## src/rtl/fifo_ptr_pkg.sv

```systemverilog
// Shared constants and Gray-code helpers for the read and write pointer blocks of the dual-clock FIFO.
package fifo_ptr_pkg;

  localparam int FIFO_ADDRSIZE = 5;

  typedef logic [FIFO_ADDRSIZE:0] ptr_t;

  function automatic ptr_t bin2gray(input ptr_t bin);
    return (bin >> 1) ^ bin;
  endfunction

  // Each binary bit is the XOR of every Gray bit at or above it.
  function automatic ptr_t gray2bin(input ptr_t gray);
    ptr_t bin;
    bin = '0;
    for (int i = 0; i <= FIFO_ADDRSIZE; i++) begin
      bin[i] = ^(gray >> i);
    end
    return bin;
  endfunction

endpackage

```

## src/rtl/rptr_empty_gray2bin.sv

```systemverilog
// Combinational Gray-to-binary decoder, used to turn the synchronized write pointer into a count.
module gray2bin #(
  parameter int WIDTH = 6
) (
  input  logic [WIDTH-1:0] gray,
  output logic [WIDTH-1:0] bin
);

  for (genvar i = 0; i < WIDTH; i++) begin : g_bit
    assign bin[i] = ^(gray >> i);
  end

endmodule

```

## src/rtl/rptr_empty.sv

```systemverilog
// Read-side pointer, empty flag and sticky underflow of the dual-clock FIFO, clocked on falling rclk.
// Fill level and almost-empty are built only when RPTR_EMPTY_LEVEL_EN is defined.
module rptr_empty
  import fifo_ptr_pkg::*;
#(
  parameter int ADDRSIZE      = FIFO_ADDRSIZE,
  parameter int AEMPTY_THRESH = 4
) (
  input  logic                rclk,
  input  logic                rrst,
  input  logic                rinc,
  input  logic [ADDRSIZE:0]   rq2_wptr,
  output logic                rempty,
  output logic [ADDRSIZE-1:0] raddr,
  output logic [ADDRSIZE:0]   rptr,
  output logic                rundflow,
  output logic [ADDRSIZE:0]   rlevel,
  output logic                raempty
);

  logic [ADDRSIZE:0] rbin;
  logic [ADDRSIZE:0] rbinnext;
  logic [ADDRSIZE:0] rgraynext;
  logic              rd_ok;

  assign rd_ok     = rinc & ~rempty;
  assign rbinnext  = rbin + {{ADDRSIZE{1'b0}}, rd_ok};
  assign rgraynext = (rbinnext >> 1) ^ rbinnext;
  assign raddr     = rbin[ADDRSIZE-1:0];

`ifdef RPTR_EMPTY_LEVEL_EN
  logic [ADDRSIZE:0] rwbin;
  logic [ADDRSIZE:0] level_next;

  gray2bin #(.WIDTH(ADDRSIZE + 1)) u_wptr_dec (
    .gray (rq2_wptr),
    .bin  (rwbin)
  );

  // Modular difference stays correct across pointer wrap.
  assign level_next = rwbin - rbinnext;
`else
  assign rlevel  = '0;
  assign raempty = 1'b1;
`endif

  always_ff @(negedge rclk or posedge rrst) begin
    if (rrst) begin
      rbin     <= '0;
      rptr     <= '0;
      rempty   <= 1'b1;
      rundflow <= 1'b0;
`ifdef RPTR_EMPTY_LEVEL_EN
      rlevel   <= '0;
      raempty  <= 1'b1;
`endif
    end else begin
      // NOTE: non-blocking so every flop here samples the pre-edge value of rbin and rempty.
      rbin     <= rbinnext;
      rptr     <= rgraynext;
      rempty   <= (rgraynext == rq2_wptr);
      rundflow <= rundflow | (rinc & rempty);
`ifdef RPTR_EMPTY_LEVEL_EN
      rlevel   <= level_next;
      raempty  <= (level_next <= (ADDRSIZE + 1)'(AEMPTY_THRESH));
`endif
    end
  end

endmodule

```

## config.mk

```make
export PLATFORM = sky130hd
export DESIGN_NAME = rptr_empty
export DESIGN_NICKNAME = d
export VERILOG_FILES = /design/src/rtl/fifo_ptr_pkg.sv /design/src/rtl/rptr_empty_gray2bin.sv /design/src/rtl/rptr_empty.sv
export SDC_FILE = /design/constraint.sdc
export NUM_CORES = 1
export LEC_CHECK = 0
export BUFFER_PORTS_ARGS = -buffer_cell sky130_fd_sc_hd__buf_2
export CORE_ASPECT_RATIO = 0.75
export CORE_MARGIN = 10
export CORE_UTILIZATION = 35
export CTS_CLUSTER_DIAMETER = 150
export DETAILED_ROUTE_END_ITERATION = 7
export PLACE_DENSITY_LB_ADDON = 0.1
export SETUP_SLACK_MARGIN = 0.1
export SYNTH_ARGS = -nofsm -noshare
export SYNTH_HDL_FRONTEND = slang
export SYNTH_SLANG_ARGS = --single-unit
```

## constraint.sdc

```tcl
create_clock -name rclk -period 2.84 [get_ports rclk]
set_input_delay 0.284 -clock rclk [delete_from_list [all_inputs] [get_ports rclk]]
set_output_delay 0.284 -clock rclk [all_outputs]
set_load 0.01 [all_outputs]
```

== Word level (Yosys, flattened, before mapping) ==
Index checks and enable logic that the tools add are counted.

* Bits in registers: 14
* Output and inout port bits: 20
* Input port bits: 9

* Add/sub/neg operators: 1
* Bitwise logic cells: 5
* Equality and inequality tests: 1

{| class="wikitable"
|+ Operator list
! operator !! count
|-
| 6-bit by 1-bit adder with 6-bit output || 1
|-
| 6-bit == test || 1
|-
| 5-bit by 6-bit bitwise XOR with 6-bit output || 1
|-
| 1-bit AND || 2
|-
| 1-bit NOT || 1
|-
| 1-bit OR || 1
|}

== Logic depth before layout (Yosys ltp) ==
* Depth after elaboration: 5
* Mapped depth: 8
* Mapped depth without buffers: 8

==> results.yml <==
outcome:
  status: "complete, but fails checks"
  violations: "setup timing"
global_route:
  track_usage: 0.07461
  grt_first_pass_wirelength_um: 2539
  antenna_found_initial: 0
  grt_pass1_vias: 552
  grt_max_degree: 14
  grt-ovfl-total: 0
timing:
  setup_ws_ns: -0.1375
  slew_violations: 0
  finalSetupTns_ns: -0.1375
  tightest_slew_ns: 0.5017
  rsz0062_at_grt: "yes"
  slew_headroom: 0.6652
  finalClockSkew_ns: 0.04975
  hold_slack_ns: 0.4031
  final-setup-viol-count: 1
  final-hold-violation-count: 0
floorplan:
  dieArea_um2: 4365
  coreArea_um2: 2014
  start_util: 0.3665
  rows: 14
  die_h_um: 59.78
  io_pins: 29
  die_w_um: 73.03
logic_synthesis:
  yosys_warnings: 0
  synthFlopType: "dfrtn_1"
  synth_edf_count: 0
  ys_ff_latch: 13
  synth_area_um2: 738.2
  avgSynthCellArea_um2: 11.36
  synthCells: 65
  yosysTopAreaCell: "dfrtn_1"
  yosys-top-cells-area: "dfrtn_1 41%, xor2_1 9.5%, buf_4 8.1%, xnor3_1 6.1%, xnor2_1 5.9%"
  async_flop_share: 1.000
  synth.distinct_cells: 25
  ys_seq_area_frac: 0.4424
  synth_top_area_frac: 0.4068
  synth.most_common_cell: "dfrtn_1"
  netlist_top_cells_count: "12 x dfrtn_1, 8 x buf_4, 8 x xor2_1"
worst_setup_path:
  cp-end-kind: "flop"
  reg2regPathDepth: 9
  worst_ep_required_time_ns: 1.68
  path_max_fanout: 3
  crit_type: "in -> reg"
  startpoint_type: "primary input"
  cp-startpoint: "rinc"
  reg2reg_slack_ns: 0.77
  r2r_start: "rempty"
  worstReg2RegEnd: "rempty"
  cp.arrival_ns: 1.82
drt:
  ant_nets: 0
  wirelength_um: 1578
  vias_per_cell: 4.304
  drc: 0
  wl_per_cell_um: 12.62
  num_vias: 538
  dr.pass1.iters: 4
  first_iter_violations: 8
hold_path:
  hold_end: "rundflow"
  hold_path_depth: 1
  worst_hold_path_type: "reg -> reg"
  hp-start: "rundflow"
power_and_ir_drop:
  leakage_nw: 0.5398
  ir_worst_vdd_uv: 597.3
  p_per_area_nw_per_um2: 1247
place:
  place.gp.congestion: 0.7837
  hpwl_um: 1268
  dp.cells: 117
  io_buffers: 21
clock_network:
  clockBufferDepth: 2
  clock-root-buffer: "clkbuf_4"
  cts_tree: "built"
  clk_latency_ns: 0.32
  hold_buffers: 0
  cts_max_level: 1
  clock_sinks: 13
  numCtsBuffers: 3
  clkTransAtPathRegs_ns: 0.05
finish:
  n_antenna_cell: 0
  nNetsFinal: 113
  fin_cells: 125
  n_fill_cell: 180
  layout-drive-gt1-share: 0.5347
  area_growth_pct: 42.54
flow_run:
  drv_cap: 0
cell usage in the layout, fill, tap and decap left out, types with 2 or more instances in the layout:
| cell type | instances |
|---|---|
| buf_2 | 19 |
| buf_4 | 16 |
| buf_6 | 2 |
| clkbuf_4 | 3 |
| conb_1 | 7 |
| dfrtn_1 | 12 |
| ha_4 | 2 |
| inv_1 | 2 |
| nand2_1 | 3 |
| nand3_1 | 4 |
| nor2_1 | 2 |
| xnor2_1 | 4 |
| xnor3_1 | 2 |
| xor2_1 | 7 |
power by group:
group	internal, mW	leakage (nW)	switching (mW)	total [mW]
sequential	0.291	0.154	0.0490	0.340
clock	0.0562	0.0203	0.0588	0.115
combinational	0.466	0.366	0.390	0.857
state kept, by name, indices dropped and copies added (netlist names):
signal and cells:
rptr 5, rbin 6, rundflow 1, rempty 1
layout make-up:
type	instances	area, um^2	share of cell area
clock buffers	4	26.28	0.02497
clock inverters	1	3.754	0.003567
inverters	1	3.754	0.003567
multi-input cells	45	424.2	0.4031
flip-flops and latches	13	326.6	0.3103
well taps	24	30.03	0.02854
repair buffers	37	237.7	0.2259
timing repair:
action                                 CTS  global route
setup endpoints to repair                5             5
endpoints found under the hold margin    0             0
pin swaps                                5             4
resized for setup                        8             2
setup buffers                            2             3
cell families after synthesis:
| logic type | synth area share |
|---|---|
| xor+xnor | 0.2373 |
| buf+inv | 0.1136 |
| compound gates | 0.05085 |
| flops | 0.4424 |
| other cells | 0.01017 |
| simple gates | 0.1119 |
| fa+ha+maj | 0.03389 |
worst max-delay path, stage by stage:
cell and delay (ns):
buf_6 0.09, nor2b_4 0.12, ha_4 0.16, ha_4 0.17
xor2_4 0.16, xor2_2 0.15, or3_4 0.37, a21oi_2 0.13
and4_1 0.18
worst max path at each step:
stage / to / slack, ns / cells past startpoint
global route: rempty / -0.18 / 9
global placement: rempty / -0.58 / 9
floorplan: rempty / -0.40 / 8
finish: rempty / -0.14 / 9
CTS: rempty / -0.17 / 9
detailed placement: rempty / -0.60 / 9
metrics by stage:
step	power [mW]	area [um^2]	util	setup WS (ns)
6_report	1.312	1052	0.5224	-0.1375
5_1_grt	1.430	1052	0.5224	-0.1779
4_1_cts	1.322	1023	0.5081	-0.1669
3_5_place_dp	1.139	937.1	0.4652	-0.5999
3_3_place_gp	1.136	937.1	0.4652	-0.5804
2_1_floorplan	0.8692	788.3	-	-0.4009
per-layer routing:
layer	share of wire	vias up	track usage
met5	0	-	0
met3	0.12	2	0.05629
met1	0.40	247	0.08286
li1	-	268	-
met2	0.47	21	0.1151
met4	0.0051	0	0.008108
No activity file was read; power rests on OpenSTA's default activity.
